[config.mk]
export PLATFORM = sky130hd
export DESIGN_NAME = execute_stage_flat
export DESIGN_NICKNAME = d
export VERILOG_FILES = /design/src/rtl/execute_stage_pkg.sv /design/src/rtl/execute_stage_if.sv /design/src/rtl/execute_stage_alu.sv /design/src/rtl/execute_stage.sv /design/src/flat_wrapper.sv
export SDC_FILE = /design/constraint.sdc
export NUM_CORES = 1
export LEC_CHECK = 0
export ABC_AREA = 1
export BUFFER_PORTS_ARGS = -buffer_cell sky130_fd_sc_hd__buf_2
export CAP_MARGIN = 10
export CORE_MARGIN = 4
export CORE_UTILIZATION = 35
export DETAILED_ROUTE_END_ITERATION = 12
export SLEW_MARGIN = 10
export SYNTH_ARGS = -nofsm -noshare
export SYNTH_HDL_FRONTEND = slang
export SYNTH_HIERARCHICAL = 1
export SYNTH_SLANG_ARGS = --single-unit
[constraint.sdc]
create_clock -name i_clk -period 10.9 [get_ports i_clk]
set_input_delay 0.545 -clock i_clk [delete_from_list [all_inputs] [get_ports i_clk]]
set_output_delay 0.545 -clock i_clk [all_outputs]
set_load 0.05 [all_outputs]
[src/rtl/execute_stage_pkg.sv]
// Shared pipeline encodings for the RV32I EX stage: ALU control, forwarding selects
// and result-source codes.
package execute_stage_pkg;

  localparam logic [2:0] ALU_ADD = 3'b000;
  localparam logic [2:0] ALU_SUB = 3'b001;
  localparam logic [2:0] ALU_AND = 3'b010;
  localparam logic [2:0] ALU_OR  = 3'b011;
  localparam logic [2:0] ALU_SLT = 3'b101;

  // 2'b11 is reserved and treated like FWD_RF
  localparam logic [1:0] FWD_RF  = 2'b00;
  localparam logic [1:0] FWD_WB  = 2'b01;
  localparam logic [1:0] FWD_MEM = 2'b10;

  localparam logic [1:0] RES_ALU = 2'b00;
  localparam logic [1:0] RES_MEM = 2'b01;
  localparam logic [1:0] RES_PC4 = 2'b10;

endpackage

[src/rtl/execute_stage_if.sv]
// ID/EX inputs and EX/MEM outputs of the execute stage, plus the fetch redirect.
// master = upstream driver / consumer, slave = execute_stage.
interface execute_stage_if #(parameter int XLEN = 32);

  logic            i_valid;
  logic [2:0]      i_alu_ctl;
  logic            i_alu_src;
  logic [1:0]      i_fwd_a;
  logic [1:0]      i_fwd_b;
  logic [XLEN-1:0] i_rs1_data;
  logic [XLEN-1:0] i_rs2_data;
  logic [XLEN-1:0] i_imm;
  logic [XLEN-1:0] i_pc;
  logic [XLEN-1:0] i_mem_fwd_data;
  logic [XLEN-1:0] i_wb_fwd_data;
  logic [4:0]      i_rd;
  logic            i_reg_write;
  logic            i_mem_write;
  logic            i_branch;
  logic            i_jump;
  logic [1:0]      i_result_src;

  logic            o_pc_src;
  logic [XLEN-1:0] o_pc_target;
  logic            o_valid;
  logic            o_reg_write;
  logic            o_mem_write;
  logic [1:0]      o_result_src;
  logic [4:0]      o_rd;
  logic [XLEN-1:0] o_alu_result;
  logic [XLEN-1:0] o_write_data;
  logic [XLEN-1:0] o_pc_plus4;

  modport master (
    output i_valid, i_alu_ctl, i_alu_src, i_fwd_a, i_fwd_b, i_rs1_data, i_rs2_data,
           i_imm, i_pc, i_mem_fwd_data, i_wb_fwd_data, i_rd, i_reg_write,
           i_mem_write, i_branch, i_jump, i_result_src,
    input  o_pc_src, o_pc_target, o_valid, o_reg_write, o_mem_write, o_result_src,
           o_rd, o_alu_result, o_write_data, o_pc_plus4
  );

  modport slave (
    input  i_valid, i_alu_ctl, i_alu_src, i_fwd_a, i_fwd_b, i_rs1_data, i_rs2_data,
           i_imm, i_pc, i_mem_fwd_data, i_wb_fwd_data, i_rd, i_reg_write,
           i_mem_write, i_branch, i_jump, i_result_src,
    output o_pc_src, o_pc_target, o_valid, o_reg_write, o_mem_write, o_result_src,
           o_rd, o_alu_result, o_write_data, o_pc_plus4
  );

endinterface

[src/rtl/execute_stage_alu.sv]
// Combinational RV32I ALU: add/sub/and/or/slt, unused codes produce zero.
module execute_stage_alu
  import execute_stage_pkg::*;
#(
  parameter int XLEN = 32
) (
  input  logic [XLEN-1:0] i_a,
  input  logic [XLEN-1:0] i_b,
  input  logic [2:0]      i_alu_ctl,
  output logic [XLEN-1:0] o_result,
  output logic            o_zero
);

  logic [XLEN-1:0] w_result;

  // Operation select; slt compares signed and zero-extends the flag
  always_comb begin
    w_result = '0;
    case (i_alu_ctl)
      ALU_ADD: w_result = i_a + i_b;
      ALU_SUB: w_result = i_a - i_b;
      ALU_AND: w_result = i_a & i_b;
      ALU_OR:  w_result = i_a | i_b;
      ALU_SLT: w_result = ($signed(i_a) < $signed(i_b)) ? XLEN'(1) : '0;
      default: w_result = '0;
    endcase
  end

  assign o_result = w_result;
  assign o_zero   = (w_result == '0);

endmodule

[src/rtl/execute_stage.sv]
// RV32I EX stage: operand forwarding, ALU, BEQ/JAL redirect and the EX/MEM register
// with hazard-unit stall/flush.
module execute_stage
  import execute_stage_pkg::*;
#(
  parameter int              XLEN     = 32,
  parameter logic [XLEN-1:0] RESET_PC = '0
) (
  input  logic           i_clk,
  input  logic           i_rst_n,
  input  logic           i_stall,
  input  logic           i_flush,
  execute_stage_if.slave ex
);

  logic [XLEN-1:0] w_fwd_a;
  logic [XLEN-1:0] w_fwd_b;
  logic [XLEN-1:0] w_op_b;
  logic [XLEN-1:0] w_alu_result;
  logic            w_zero;

  logic            r_valid;
  logic            r_reg_write;
  logic            r_mem_write;
  logic [1:0]      r_result_src;
  logic [4:0]      r_rd;
  logic [XLEN-1:0] r_alu_result;
  logic [XLEN-1:0] r_write_data;
  logic [XLEN-1:0] r_pc_plus4;

  // Forwarding muxes; the reserved select falls back to register-file data
  always_comb begin
    w_fwd_a = ex.i_rs1_data;
    w_fwd_b = ex.i_rs2_data;
    case (ex.i_fwd_a)
      FWD_MEM: w_fwd_a = ex.i_mem_fwd_data;
      FWD_WB:  w_fwd_a = ex.i_wb_fwd_data;
      default: w_fwd_a = ex.i_rs1_data;
    endcase
    case (ex.i_fwd_b)
      FWD_MEM: w_fwd_b = ex.i_mem_fwd_data;
      FWD_WB:  w_fwd_b = ex.i_wb_fwd_data;
      default: w_fwd_b = ex.i_rs2_data;
    endcase
  end

  assign w_op_b = ex.i_alu_src ? ex.i_imm : w_fwd_b;

  execute_stage_alu #(.XLEN(XLEN)) u_alu (
    .i_a       (w_fwd_a),
    .i_b       (w_op_b),
    .i_alu_ctl (ex.i_alu_ctl),
    .o_result  (w_alu_result),
    .o_zero    (w_zero)
  );

  assign ex.o_pc_src    = ex.i_valid & ((ex.i_branch & w_zero) | ex.i_jump);
  assign ex.o_pc_target = ex.i_pc + ex.i_imm;

  // EX/MEM register: reset > flush > stall > load; flush only clears the control bits
  always_ff @(posedge i_clk) begin
    if (!i_rst_n) begin
      r_valid      <= 1'b0;
      r_reg_write  <= 1'b0;
      r_mem_write  <= 1'b0;
      r_result_src <= 2'b00;
      r_rd         <= 5'd0;
      r_alu_result <= '0;
      r_write_data <= '0;
      r_pc_plus4   <= RESET_PC;
    end else if (i_flush) begin
      r_valid     <= 1'b0;
      r_reg_write <= 1'b0;
      r_mem_write <= 1'b0;
    end else if (!i_stall) begin
      r_valid      <= ex.i_valid;
      r_reg_write  <= ex.i_reg_write & ex.i_valid;
      r_mem_write  <= ex.i_mem_write & ex.i_valid;
      r_result_src <= ex.i_result_src;
      r_rd         <= ex.i_rd;
      r_alu_result <= w_alu_result;
      r_write_data <= w_fwd_b;
      r_pc_plus4   <= ex.i_pc + XLEN'(4);
    end else begin
      r_valid <= r_valid;
    end
  end

  assign ex.o_valid      = r_valid;
  assign ex.o_reg_write  = r_reg_write;
  assign ex.o_mem_write  = r_mem_write;
  assign ex.o_result_src = r_result_src;
  assign ex.o_rd         = r_rd;
  assign ex.o_alu_result = r_alu_result;
  assign ex.o_write_data = r_write_data;
  assign ex.o_pc_plus4   = r_pc_plus4;

endmodule

[src/flat_wrapper.sv]
// flat-port wrapper written by rule: the top's interface ports become plain ports
module execute_stage_flat import execute_stage_pkg::*;
#(
  parameter int              XLEN     = 32,
  parameter logic [XLEN-1:0] RESET_PC = '0
)
  (i_clk, i_rst_n, i_stall, i_flush, ex_i_valid, ex_i_alu_ctl, ex_i_alu_src, ex_i_fwd_a, ex_i_fwd_b, ex_i_rs1_data, ex_i_rs2_data, ex_i_imm, ex_i_pc, ex_i_mem_fwd_data, ex_i_wb_fwd_data, ex_i_rd, ex_i_reg_write, ex_i_mem_write, ex_i_branch, ex_i_jump, ex_i_result_src, ex_o_pc_src, ex_o_pc_target, ex_o_valid, ex_o_reg_write, ex_o_mem_write, ex_o_result_src, ex_o_rd, ex_o_alu_result, ex_o_write_data, ex_o_pc_plus4);
  execute_stage_if #(.XLEN(XLEN)) ex_i ();
  input  logic i_clk;
  input  logic i_rst_n;
  input  logic i_stall;
  input  logic i_flush;
  input wire logic [$bits(ex_i.i_valid)-1:0] ex_i_valid;
  input wire logic [$bits(ex_i.i_alu_ctl)-1:0] ex_i_alu_ctl;
  input wire logic [$bits(ex_i.i_alu_src)-1:0] ex_i_alu_src;
  input wire logic [$bits(ex_i.i_fwd_a)-1:0] ex_i_fwd_a;
  input wire logic [$bits(ex_i.i_fwd_b)-1:0] ex_i_fwd_b;
  input wire logic [$bits(ex_i.i_rs1_data)-1:0] ex_i_rs1_data;
  input wire logic [$bits(ex_i.i_rs2_data)-1:0] ex_i_rs2_data;
  input wire logic [$bits(ex_i.i_imm)-1:0] ex_i_imm;
  input wire logic [$bits(ex_i.i_pc)-1:0] ex_i_pc;
  input wire logic [$bits(ex_i.i_mem_fwd_data)-1:0] ex_i_mem_fwd_data;
  input wire logic [$bits(ex_i.i_wb_fwd_data)-1:0] ex_i_wb_fwd_data;
  input wire logic [$bits(ex_i.i_rd)-1:0] ex_i_rd;
  input wire logic [$bits(ex_i.i_reg_write)-1:0] ex_i_reg_write;
  input wire logic [$bits(ex_i.i_mem_write)-1:0] ex_i_mem_write;
  input wire logic [$bits(ex_i.i_branch)-1:0] ex_i_branch;
  input wire logic [$bits(ex_i.i_jump)-1:0] ex_i_jump;
  input wire logic [$bits(ex_i.i_result_src)-1:0] ex_i_result_src;
  output wire logic [$bits(ex_i.o_pc_src)-1:0] ex_o_pc_src;
  output wire logic [$bits(ex_i.o_pc_target)-1:0] ex_o_pc_target;
  output wire logic [$bits(ex_i.o_valid)-1:0] ex_o_valid;
  output wire logic [$bits(ex_i.o_reg_write)-1:0] ex_o_reg_write;
  output wire logic [$bits(ex_i.o_mem_write)-1:0] ex_o_mem_write;
  output wire logic [$bits(ex_i.o_result_src)-1:0] ex_o_result_src;
  output wire logic [$bits(ex_i.o_rd)-1:0] ex_o_rd;
  output wire logic [$bits(ex_i.o_alu_result)-1:0] ex_o_alu_result;
  output wire logic [$bits(ex_i.o_write_data)-1:0] ex_o_write_data;
  output wire logic [$bits(ex_i.o_pc_plus4)-1:0] ex_o_pc_plus4;
  assign ex_i.i_valid = ex_i_valid;
  assign ex_i.i_alu_ctl = ex_i_alu_ctl;
  assign ex_i.i_alu_src = ex_i_alu_src;
  assign ex_i.i_fwd_a = ex_i_fwd_a;
  assign ex_i.i_fwd_b = ex_i_fwd_b;
  assign ex_i.i_rs1_data = ex_i_rs1_data;
  assign ex_i.i_rs2_data = ex_i_rs2_data;
  assign ex_i.i_imm = ex_i_imm;
  assign ex_i.i_pc = ex_i_pc;
  assign ex_i.i_mem_fwd_data = ex_i_mem_fwd_data;
  assign ex_i.i_wb_fwd_data = ex_i_wb_fwd_data;
  assign ex_i.i_rd = ex_i_rd;
  assign ex_i.i_reg_write = ex_i_reg_write;
  assign ex_i.i_mem_write = ex_i_mem_write;
  assign ex_i.i_branch = ex_i_branch;
  assign ex_i.i_jump = ex_i_jump;
  assign ex_i.i_result_src = ex_i_result_src;
  assign ex_o_pc_src = ex_i.o_pc_src;
  assign ex_o_pc_target = ex_i.o_pc_target;
  assign ex_o_valid = ex_i.o_valid;
  assign ex_o_reg_write = ex_i.o_reg_write;
  assign ex_o_mem_write = ex_i.o_mem_write;
  assign ex_o_result_src = ex_i.o_result_src;
  assign ex_o_rd = ex_i.o_rd;
  assign ex_o_alu_result = ex_i.o_alu_result;
  assign ex_o_write_data = ex_i.o_write_data;
  assign ex_o_pc_plus4 = ex_i.o_pc_plus4;
  execute_stage #(.XLEN(XLEN), .RESET_PC(RESET_PC)) u_core (.i_clk(i_clk), .i_rst_n(i_rst_n), .i_stall(i_stall), .i_flush(i_flush), .ex(ex_i));
endmodule
# [After elaboration in Yosys (flattened, before gate mapping)]
# Cells that the tools add are included.
[totals] regBits=106 inputBits=216 out_inout_bits=139 wordCells=40
[classes] n_addsub=4 order_cmp=1 eq_ne=8 n_mux=5 bitwise=10 reduce_logical=4
[ops] op="$pmux 32 s5" n=1
[ops] op="$pmux 32 s2" n=2
[ops] op="$add 32x32->32" n=2
[ops] op="$add 32x3->32 const B" n=1
[ops] op="$and 32x32->32" n=1
[ops] op="$logic_not 32->1" n=1
[ops] op="$lt 32x32->1" n=1
[ops] op="$mux 32" n=1
[ops] op="$or 32x32->32" n=1
[ops] op="$sub 32x32->32" n=1
[ops] op="$eq 3x2->1 const B" n=2
[ops] op="$and 1x1->1" n=4
[ops] op="$eq 2x1->1 const B" n=2
[ops] op="$eq 2x2->1 const B" n=2
[ops] op="$eq 3x1->1 const B" n=1
[ops] op="$eq 3x3->1 const B" n=1
[ops] op="$logic_not 3->1" n=1
[ops] op="$not 1->1" n=3
[ops] op="$reduce_and 2->1" n=1
[ops] op="$reduce_or 2->1" n=1
[ops] op="$mux 1" n=1
[ops] op="$or 1x1->1" n=1

# [Depth between registers and ports, before layout]
# Gate-level depths: netlist of the first run.
[logic_depth] ltp_word=10 ltp_mapped=31 depth_no_buf=29

# [Modules after synthesis]
# The synthesis of the first run kept the hierarchy.
[by_module_without_submodules] mod="execute_stage" instances=1 cells_per_inst=1482 area_each_um2=8409.3 seq_area_each_um2=2122.0
[by_module_without_submodules] mod="execute_stage_alu" instances=1 cells_per_inst=1321 area_each_um2=6506.2 seq_area_each_um2=0.0

# [Worst setup path after synthesis of the first run]
# OpenSTA, ideal clock, no wires.
[synth_timing] path_type="input-to-output" from="input port ex_i_fwd_b[0]" to="output port ex_o_pc_src" arrival_ns=4.247 t_required_ns=10.355 setup_slack_ns=6.108 path_stages=26 n_path_buf=1 cell_sequence="inv_1 -> ha_1 -> inv_2 -> clkbuf_1 -> o21ai_0 -> o21ai_0 -> ha_1 -> inv_1 -> fa_1 -> inv_1 -> nand2_1 -> nand2_1 -> nand3_1 -> nand2_1 -> nand2_1 -> nand2_2 -> nand3_1 -> a21oi_1 -> nor2_1 -> nor2_1 -> nand2_1 -> nor2_1 -> nand2_1 -> nor2_1 -> a21oi_1 -> nor2_1"
[synth_via] elab_chain_len=10 elab_cells_between_ends=15 cone_classes="add/sub (2); order compare (1); eq/ne (2); mux (4); bitwise (5); reduce/logical (1)"
[synth_rtl] element="from (decl)" line="flat_wrapper.sv:17" text="input wire logic [$bits(ex_i.i_fwd_b)-1:0] ex_i_fwd_b;"
[synth_rtl] element="$eq 2x1->1 or $eq 2x2->1 (tied branches)" line="execute_stage.sv:40" text="case (ex.i_fwd_b)"
[synth_rtl] element="$pmux 32 s2 *" line="execute_stage.sv:40"
[synth_rtl] element="$mux 32 *" line="execute_stage.sv:47" text="assign w_op_b = ex.i_alu_src ? ex.i_imm : w_fwd_b;"
[synth_rtl] element="named net u_core.w_op_b[0]" line="execute_stage.sv:18" text="logic [XLEN-1:0] w_op_b;"
[synth_rtl] element="$lt 32x32->1" line="execute_stage_alu.sv:24" text="ALU_SLT: w_result = ($signed(i_a) < $signed(i_b)) ? XLEN'(1) : '0;"
[synth_rtl] element="$mux 1" line="execute_stage_alu.sv:24"
[synth_rtl] element="$pmux 32 s5 *" line="execute_stage_alu.sv:19" text="case (i_alu_ctl)"
[synth_rtl] element="$logic_not 32->1 *" line="execute_stage_alu.sv:30" text="assign o_zero = (w_result == '0);"
[synth_rtl] element="named net u_core.w_zero" line="execute_stage.sv:20" text="logic w_zero;"
[synth_rtl] element="$and 1x1->1 *" line="execute_stage.sv:57" text="assign ex.o_pc_src = ex.i_valid & ((ex.i_branch & w_zero) | ex.i_jump);"
[synth_rtl] element="$or 1x1->1 *" line="execute_stage.sv:57"
[synth_rtl] element="$and 1x1->1 *" line="execute_stage.sv:57"
[synth_rtl] element="to (decl)" line="flat_wrapper.sv:30" text="output wire logic [$bits(ex_i.o_pc_src)-1:0] ex_o_pc_src;"
# Mark *: on every way through the listed nets, which the timed path passes. The rest lies on a longest branch.

# [Worst setup path after layout of the first run]
# Ends and elaborated chain as after synthesis.

==> flow_metrics.tcl, run 1 <==
set metrics [dict create \
    status "completed" \
    yosys.area.top_type "nand2_1" \
    post_cts_resized 0 \
    final_antenna_net_count 0 \
    dp.cells 3614 \
    pwr_density_cell_mw_per_mm2 121 \
    start_kind "input port" \
    yosysSeqAreaShare_pct 14.2 \
    die_x_um 214 \
    wl_met2_um 32700 \
    firstDrtPassIters 5 \
    hp-class "in -> reg" \
    p_sw_mw 1.18 \
    htreeDepth 3 \
    wl_per_cell_um 19.8 \
    crit_required_ns 10.36 \
    core-area_sq_mm 0.0420 \
    critPathKind "in -> out" \
    drt_iter0_drc 1902 \
    skew_ns 0 \
    met1Wirelength_um 31100 \
    area_growth_pct 16.0 \
    synth.most_common_cell "nand2_1" \
    ys_async_sr_fraction_pct 0 \
    postCtsHoldBufs 0 \
    finalPower_mw 2.10 \
    switching_share_pct 56.0 \
    netlist.area_leader.share_pct 21.6 \
    critPathMaxFanout 64 \
    rows 75 \
    synth.distinct_cells 42 \
    end_kind "output pin" \
    antenna_found_initial 15 \
    rsz0062_at_grt "no" \
    finalSetupViolCount 0 \
    cts_buffer_depth 2 \
    start_util_pct 35.5 \
    place.gp.congestion 1.08 \
    cts_tree "yes" \
    maxCapViolCount 0 \
    grt_pass1_wl_um 107000 \
    synth_area_sq_mm 0.0149 \
    min_period_ns 7.04 \
    worst_path_max_delay_cell "inv_2" \
    hold_viol_final 0 \
    p_int_mw 0.924 \
    ys_top_cells_by_area "nand2_1, dfxtp_1, ha_1, inv_1, nor2_1" \
    grt_max_degree 87 \
    cp_top_family "simple AND/OR/NAND/NOR gates" \
    comb_power_share_pct 63.4 \
    worst_path_largest_cell_delay_ns 0.74 \
    grt_pass1_vias 18000 \
    wl_met3_um 5740 \
    cp_data_arrival_time_ns 6.49 \
    top_layer_used "met5" \
    fin_util_pct 41.2 \
    ios 355 \
    layout.nets 3448 \
    drive_above_1_share_pct 14.0 \
    slew_headroom_pct 28.6 \
    fmax_mhz 142 \
    overflow 0 \
    wl_um 71900 \
    numPortBuffers 354 \
    slew_viol_final 0 \
    synth_commonest_cells "nand2_1, inv_1, nor2_1, o21ai_0, a21oi_1" \
    clkSlewWorstSetupHoldPaths_ns 0.08 \
    post_cts_buffers 0 \
    worst-path-buf-inv 6 \
    p_leak_nw 10.1 \
    place_hpwl_um 60700 \
    setup_tns_ns 0 \
    ys_dominant_reg_cell "dfxtp_1" \
    p_clk_share_pct 16.2 \
    cp_common_cell "nand2_1" \
    syn_nets 3165 \
    yosys_warnings 6 \
    clockRootBuffer "clkbuf_16" \
    viasPerCell 5.19 \
    tightest_slew_ns 1.07 \
    avgSynthCellArea_sq_um 5.32 \
    grt.total_usage_pct 29.8 \
    fin_cells 3636 \
    fill_cells 4869 \
    ys_seq_elements 106 \
    die-area_sq_mm 0.0460 \
    synth-edff-count 0 \
    synthCells 2803 \
    via_count 18900 \
    clock_latency_ns 0.39 \
    vdd_drop_max_mv 0.0882 \
    drcViolationCount 0 \
    cts_buffers 9 \
    die_h_um 214 \
    cts_num_sinks 106 \
    min_period_over_period_pct 64.6 \
    seqPwrFrac_pct 20.4 \
]
## registers in the layout, summed over array words and instances (netlist names)
name and flops:
u_core/ex.o_alu_result 32, u_core/ex.o_pc_plus4 32, u_core/ex.o_write_data 32, u_core/ex.o_rd 5, u_core/ex.o_result_src 2, u_core/ex.o_mem_write 1, u_core/ex.o_reg_write 1, u_core/ex.o_valid 1
## per-layer routing
metal	global-route usage, %	vias to the layer above
met4	9.55	18
met3	6.08	106
li1	-	9276
met2	49.4	749
met5	0	-
met1	39.0	8724
## worst paths after layout
path	from	to	slack, ns	cells past startpoint
max	ex_i_fwd_b[0]	ex_o_pc_src	3.86	29
min	ex_i_rd[0]	u_core/ex.o_rd[0]	0.37	3
max reg2reg	u_core/ex.o_write_data[4]	u_core/ex.o_write_data[4]	10.07	2
min reg2reg	u_core/ex.o_mem_write	u_core/ex.o_mem_write	0.47	2
## worst register-to-register path: cells and delay by family (launching register included)
kind	cells	cell delay, ns
AOI/OAI and AO/OA	2	0.35
DFF	1	0.33
## stage by stage
step           setup slack [ns]  cell area (sq um)  hold slack [ns]
4_1_cts                    4.04              17300            0.351
3_5_place_dp               4.04              17000            0.454
2_1_floorplan              6.11              14900            0.634
3_3_place_gp               4.10              17000            0.441
6_report                   3.86              17300            0.370
5_1_grt                    3.57              17300            0.392
## area by class of cell
class / instances / area (sq um) / area share (%)
sequential: 106 / 2120 / 12.3
antenna: 6 / 15.0 / 0.0868
inverter: 472 / 1770 / 10.2
multi-input combinational: 2132 / 10600 / 61.2
timing repair buffer: 365 / 1850 / 10.7
tap: 539 / 674 / 3.90
clock buffer: 9 / 225 / 1.30
clock inverter: 7 / 58.8 / 0.340
## power groups by stage
stage	Combinational, mW	Clock, mW	Sequential [mW]
2_1_floorplan	0.810	0	0.527
3_5_place_dp	1.30	0	0.437
6_report	1.33	0.341	0.428
3_3_place_gp	1.30	0	0.437
5_1_grt	1.45	0.364	0.432
4_1_cts	1.31	0.352	0.429
## cells by family (layout without fill, tap and decap cells)
kind of cell             after synthesis  in the layout  synth area share (%)
flip-flops                           106            106                  14.2
XOR/XNOR                              27             27                  1.59
other                                  0              6                     0
AND/OR/NAND/NOR                     1527           1527                  41.8
buffers and inverters                565            853                  14.8
adder cells (fa/ha/maj)              146            146                  12.4
AO/OA/AOI/OAI                        432            432                  15.2
## placed cells by master (no fill, tap or decap), drive strengths merged, types with 2 or more instances in the layout
cell type,synthesis,layout
nand3,192,192
o22ai,18,18
nand3b,11,11
o21bai,14,14
and2,2,2
or2,4,4
inv,471,476
a31oi,2,2
dfxtp,106,106
o21ai,198,198
fa,3,3
nor2,408,408
clkinv,1,3
clkbuf,54,9
nor3,22,22
o211ai,3,3
a21oi,194,194
nand2,869,869
xnor2,4,4
xor2,23,23
buf,39,365
nand4,18,18
diode,0,6
ha,143,143
No activity file was read; power rests on OpenSTA's default activity.
==> run 2: changes to the inputs <==
--- a/config.mk
+++ b/config.mk
@@ -5,7 +5,7 @@
 export SDC_FILE = /design/constraint.sdc
 export NUM_CORES = 1
 export LEC_CHECK = 0
-export ABC_AREA = 1
+export ABC_AREA = 0
 export BUFFER_PORTS_ARGS = -buffer_cell sky130_fd_sc_hd__buf_2
 export CAP_MARGIN = 10
 export CORE_MARGIN = 4
==> constraint.sdc (replaced) <==
create_clock -name i_clk -period 6.6 [get_ports i_clk]
set_input_delay 0.33 -clock i_clk [delete_from_list [all_inputs] [get_ports i_clk]]
set_output_delay 0.33 -clock i_clk [all_outputs]
set_load 0.05 [all_outputs]
==> flow_metrics.tcl, run 2 <==
set metrics [dict create \
    status "completed" \
    final_common_cell "buf_2" \
    synth_commonest_cells "nand2_1, nor2_1, a21oi_1, ha_1, o21ai_0" \
    die_x_um 200 \
    yosysSeqAreaShare_pct 16.4 \
    grt_pass1_vias 14900 \
    grt.total_usage_pct 27.3 \
    overflow 0 \
    firstDrtPassIters 6 \
    r2r_start "u_core/ex.o_pc_plus4[16]" \
    rows 70 \
    die-area_sq_mm 0.0402 \
    cp_cell_sequence "buf_2 -> inv_1 -> ha_1 -> a22oi_1 -> nor2_1 -> a21oi_1 -> o21ai_0 -> ha_1 -> inv_1 -> fa_1 -> nor2b_1 -> o2111ai_1 -> a211oi_1 -> buf_4 -> nor4_1 -> o31ai_1 -> o2111ai_1 -> nor4_4 -> nand4b_1 -> nor4_1 -> and4b_1 -> a21oi_1 -> nor2b_1 -> buf_2" \
    finalSetupViolCount 0 \
    min_period_over_period_pct 95.0 \
    drt_iter0_drc 1661 \
    reg2regPathDepth 2 \
    reg2reg_slack_ns 5.88 \
    cts_tree "yes" \
    netlist.area_leader.share_pct 16.4 \
    setup_tns_ns 0 \
    place.gp.congestion 1.04 \
    critPathKind "in -> out" \
    via_count 15400 \
    synth-edff-count 0 \
    worst_path_max_delay_cell "o21ai_0" \
    drcViolationCount 0 \
    hp-start "ex_i_result_src[1]" \
    rsz0062_at_grt "no" \
    ys_top_cells_by_area "dfxtp_1, ha_1, a21oi_1, nand2_1, nor2_1" \
    layout.nets 2555 \
    yosys.area.top_type "dfxtp_1" \
    clockRootBuffer "clkbuf_16" \
    htreeDepth 3 \
    slew_viol_final 0 \
    min_period_ns 6.27 \
    most-common-layout-cells "buf_2, nand2_1, nor2_1" \
    start_kind "input port" \
    hold_viol_final 0 \
    wl_um 57900 \
    clkSlewWorstSetupHoldPaths_ns 0.08 \
    place_hpwl_um 47100 \
    fill_cells 3966 \
    viasPerCell 5.77 \
    core-area_sq_mm 0.0366 \
    grt_pass1_wl_um 87400 \
    clock_latency_ns 0.39 \
    cts_buffers 9 \
    setup_slack_ns 0.329 \
    rr_endpoint "u_core/ex.o_pc_plus4[16]" \
    worstHoldPathCells 3 \
    grt_max_degree 65 \
    pwr_density_cell_mw_per_mm2 203 \
    synth_area_sq_mm 0.0130 \
    start_util_pct 35.4 \
    ys_seq_elements 106 \
    whs_endpoint "u_core/ex.o_result_src[1]" \
    cts_num_sinks 106 \
    area_growth_pct 19.7 \
    critPathMaxFanout 10 \
    tightest_slew_ns 1.13 \
    die_h_um 200 \
    p_leak_nw 6.98 \
    cts_buffer_depth 2 \
    synth.distinct_cells 95 \
    ios 355 \
    hp-class "in -> reg" \
    vdd_drop_max_mv 0.148 \
    postCtsHoldBufs 0 \
    end_kind "output pin" \
    avgSynthCellArea_sq_um 6.76 \
    numPortBuffers 354 \
    wl_per_cell_um 21.7 \
    yosys_warnings 6 \
    cp_data_arrival_time_ns 5.94 \
    worst_path_largest_cell_delay_ns 0.65 \
    crit_required_ns 6.27 \
    synth.most_common_cell "nand2_1" \
    ys_dominant_reg_cell "dfxtp_1" \
    pre_cts_ws_ns 0.343 \
    final_antenna_net_count 0 \
    syn_nets 2279 \
    fmax_mhz 159 \
    maxCapViolCount 0 \
    antenna_found_initial 13 \
    skew_ns 0 \
    synthCells 1917 \
    drive_above_1_share_pct 21.0 \
    slew_headroom_pct 24.9 \
    ys_async_sr_fraction_pct 0 \
    finalPower_mw 3.15 \
]
## run 2: changes by cell type after synthesis, sizes merged, moves of 59 or more
cell    before  now
nand2      869  237
inv        471  120
nor2       408  232
nand3      192   38
a22oi        0   68
clkbuf      54  115
o21ai      198  139
## run 2: area by class of cell
class | count | area (sq um) | share of cell area, %
clock inverters | 5 | 65.1 | 0.419
repair buffers | 390 | 2060 | 13.3
flip-flops and latches | 106 | 2120 | 13.7
inverters | 120 | 452 | 2.91
diodes | 5 | 12.5 | 0.0806
well taps | 468 | 586 | 3.77
multi-input cells | 1566 | 9970 | 64.2
clock buffers | 11 | 253 | 1.63
## run 2: cells by family (layout without fill, tap and decap cells)
group / Yosys count / count (layout) / synth area share [%]
buffers and inverters: 245 / 526 / 7.16
adder cells (fa/ha/maj): 146 / 146 / 14.3
flip-flops: 106 / 106 / 16.4
AND/OR/NAND/NOR: 675 / 675 / 23.9
other: 0 / 5 / 0
multiplexers: 6 / 6 / 0.589
XOR/XNOR: 68 / 68 / 4.59
AO/OA/AOI/OAI: 671 / 671 / 33.1
## run 2: metrics by stage
stage	std cells	hold WS, ns	cell area (sq um)	util (%)
after CTS	2666	0.153	15500	42.2
after floorplan	1917	0.426	13000	-
after global placement	2650	0.439	15100	41.4
final	2671	0.174	15500	42.4
after global routing	2669	0.166	15500	42.4
after detailed placement	2650	0.445	15100	41.4
## run 2: routing by layer
layer / global-route usage [%] / up-vias / wire length, um
li1: - / 7399 / -
met1: 36.1 / 7135 / 25100
met2: 43.2 / 727 / 25700
met3: 7.12 / 128 / 5050
met4: 9.41 / 16 / 1990
met5: 0 / - / 112
## run 2: what timing repair did
item,4_1_cts,5_1_grt
endpoints found under the setup margin,0,1
resized for setup,0,10
buffers inserted,0,0
endpoints found under the hold margin,0,0
## run 2: worst max path at each step
| stage | start | end | slack, ns | depth (start not counted) |
|---|---|---|---|---|
| finish | ex_i_fwd_b[1] | ex_o_pc_src | 0.33 | 24 |
| detailed placement | ex_i_fwd_b[0] | ex_o_pc_src | 0.34 | 22 |
| floorplan | ex_i_fwd_b[0] | ex_o_pc_src | 0.93 | 21 |
| CTS | ex_i_fwd_b[0] | ex_o_pc_src | 0.32 | 22 |
| global placement | ex_i_fwd_b[0] | ex_o_pc_src | 0.42 | 21 |
| global route | ex_i_fwd_b[1] | ex_o_pc_src | 0.02 | 24 |
## run 2: power by group
part | switching [mW] | total, mW | internal [mW]
Clock | 0.289 | 0.610 | 0.321
Sequential | 0.0175 | 0.694 | 0.676
Combinational | 1.27 | 1.84 | 0.572
## run 2: worst max-delay path: cells and delay by family
family | cells | cell delay, ns
simple gates | 8 | 1.41
fa+ha+maj | 3 | 1.14
compound gates | 8 | 2.34
buf+inv | 5 | 0.72
==> run 3: changes to the inputs <==
--- a/config.mk
+++ b/config.mk
@@ -7,7 +7,6 @@
 export LEC_CHECK = 0
 export ABC_AREA = 0
 export BUFFER_PORTS_ARGS = -buffer_cell sky130_fd_sc_hd__buf_2
-export CAP_MARGIN = 10
 export CORE_MARGIN = 4
 export CORE_UTILIZATION = 35
 export DETAILED_ROUTE_END_ITERATION = 12
==> constraint.sdc (replaced) <==
create_clock -name i_clk -period 8.1 [get_ports i_clk]
set_input_delay 0.405 -clock i_clk [delete_from_list [all_inputs] [get_ports i_clk]]
set_output_delay 0.405 -clock i_clk [all_outputs]
set_load 0.05 [all_outputs]
==> flow_metrics.tcl, run 3 (synthesized netlist as in run 2, its figures left out) <==
set metrics [dict create \
    final_antenna_net_count 0 \
    htreeDepth 3 \
    die-area_sq_mm 0.0402 \
    status "completed" \
    postCtsHoldBufs 0 \
    min_period_over_period_pct 85.0 \
    worstSetupStartpoint "ex_i_fwd_b[0]" \
    clockRootBuffer "clkbuf_16" \
    final_common_cell "buf_2" \
    post_cts_resized 0 \
    numPortBuffers 354 \
    hold_viol_final 0 \
    hp-start "ex_i_mem_write" \
    multi_input_area_sq_mm 0.00994 \
    die_x_um 200 \
    area_growth_pct 18.0 \
    cp_cell_sequence "buf_2 -> inv_1 -> ha_2 -> a22oi_1 -> nor2_1 -> a21oi_1 -> o21ai_0 -> inv_1 -> ha_1 -> or4_4 -> or4_4 -> nor2_4 -> o2bb2ai_2 -> or3_1 -> nand3_1 -> a21oi_1 -> a221oi_1 -> o221ai_1 -> nor4_1 -> and4b_1 -> a21oi_1 -> nor2b_1 -> buf_2" \
    clock_latency_ns 0.39 \
    place_hpwl_um 47600 \
    antenna_found_initial 13 \
    layout.nets 2533 \
    grt_max_degree 68 \
    hp-class "in -> reg" \
    finalSetupViolCount 0 \
    place.gp.congestion 1.04 \
    worst_path_largest_cell_delay_ns 0.64 \
    cp_data_arrival_time_ns 6.48 \
    fill_cells 3910 \
    min_period_ns 6.89 \
    start_util_pct 35.4 \
    slew_headroom_pct 30.8 \
    setup_tns_ns 0 \
    cts_tree "yes" \
    setup_slack_ns 1.21 \
    fin_util_pct 41.8 \
    regArea_sq_mm 0.00212 \
    firstDrtPassIters 6 \
    rsz0062_at_grt "no" \
    reg2reg_slack_ns 7.34 \
    critPathMaxFanout 32 \
    clkSlewWorstSetupHoldPaths_ns 0.08 \
    grt.total_usage_pct 27.6 \
    whs_ns 0.253 \
    end_kind "output pin" \
    maxCapViolCount 0 \
    rows 70 \
    drt_iter0_drc 1578 \
    post_cts_buffers 0 \
    worst-path-buf-inv 4 \
    grt_pass1_wl_um 88100 \
    cts_buffer_depth 2 \
    wl_um 59000 \
    drcViolationCount 0 \
    skew_ns 0 \
    grt_pass1_vias 14600 \
    cp_top_family "simple AND/OR/NAND/NOR gates" \
    tightest_slew_ns 1.04 \
    crit_required_ns 7.70 \
    ios 355 \
    r2r_start "u_core/ex.o_pc_plus4[25]" \
    via_count 15500 \
    worst_path_max_delay_cell "ha_2" \
    core-area_sq_mm 0.0366 \
    drive_above_1_share_pct 20.0 \
    most-common-layout-cells "buf_2, nand2_1, nor2_1" \
    fmax_mhz 145 \
    slew_viol_final 0 \
    viasPerCell 5.85 \
    cp_common_cell "a21oi_1" \
    pwr_density_cell_mw_per_mm2 167 \
    overflow 0 \
    die_h_um 200 \
    p_leak_nw 6.86 \
    critPathKind "in -> out" \
    cts_buffers 9 \
    pre_cts_ws_ns 1.35 \
    start_kind "input port" \
    vdd_drop_max_mv 0.129 \
    cts_num_sinks 106 \
    wl_per_cell_um 22.3 \
]
## run 3: cell count changes in the layout (fill, tap and decap cells not counted), moves of 2 or more
| cell | delta |
|---|---|
| buf_4 | -19 |
| o21ai_1 | -2 |
| buf_6 | -2 |
| o21ai_0 | +2 |
| inv_6 | -2 |
## run 3: area by class of cell
class / count / share of cell area [%]
antenna: 5 / 0.0818
multi-input combinational: 1566 / 64.9
sequential: 106 / 13.9
inverter: 120 / 2.95
clock inverter: 5 / 0.441
timing repair buffer: 368 / 12.3
clock buffer: 11 / 1.65
tap: 468 / 3.83
## run 3: worst min-delay path: stages
cell	delay, ns
buf_2	0.07
a22oi_1	0.05
nor2_1	0.08
## run 3: final timing paths
kind / depth (start not counted) / end
setup reg to reg: 2 / u_core/ex.o_pc_plus4[25]
setup / recovery: 23 / ex_o_pc_src
hold reg to reg: 2 / u_core/ex.o_rd[2]
hold / removal: 3 / u_core/ex.o_mem_write
## run 3: stage by stage
step                total power [mW]  std cells  instance area, sq um
floorplan                       1.59       1917                 13000
global placement                2.03       2628                 15000
finish                          2.55       2649                 15300
CTS                             2.54       2644                 15300
detailed placement              2.03       2628                 15000
global route                    2.70       2649                 15300
## run 3: power by group
group	internal, mW	switching, mW	leakage [nW]	total (mW)
registers	0.551	0.0145	0.866	0.566
clock network	0.262	0.239	0.159	0.501
logic	0.445	1.04	5.83	1.48
total	1.26	1.29	6.86	2.55
## run 3: metal layers
| layer | routed length, um | up-vias | GRT usage [%] |
|---|---|---|---|
| met2 | 27200 | 712 | 45.3 |
| met1 | 25100 | 7318 | 36.0 |
| met3 | 5290 | 91 | 7.43 |
| li1 | - | 7350 | - |
| met4 | 1390 | 16 | 6.98 |
| met5 | 99 | - | 0 |
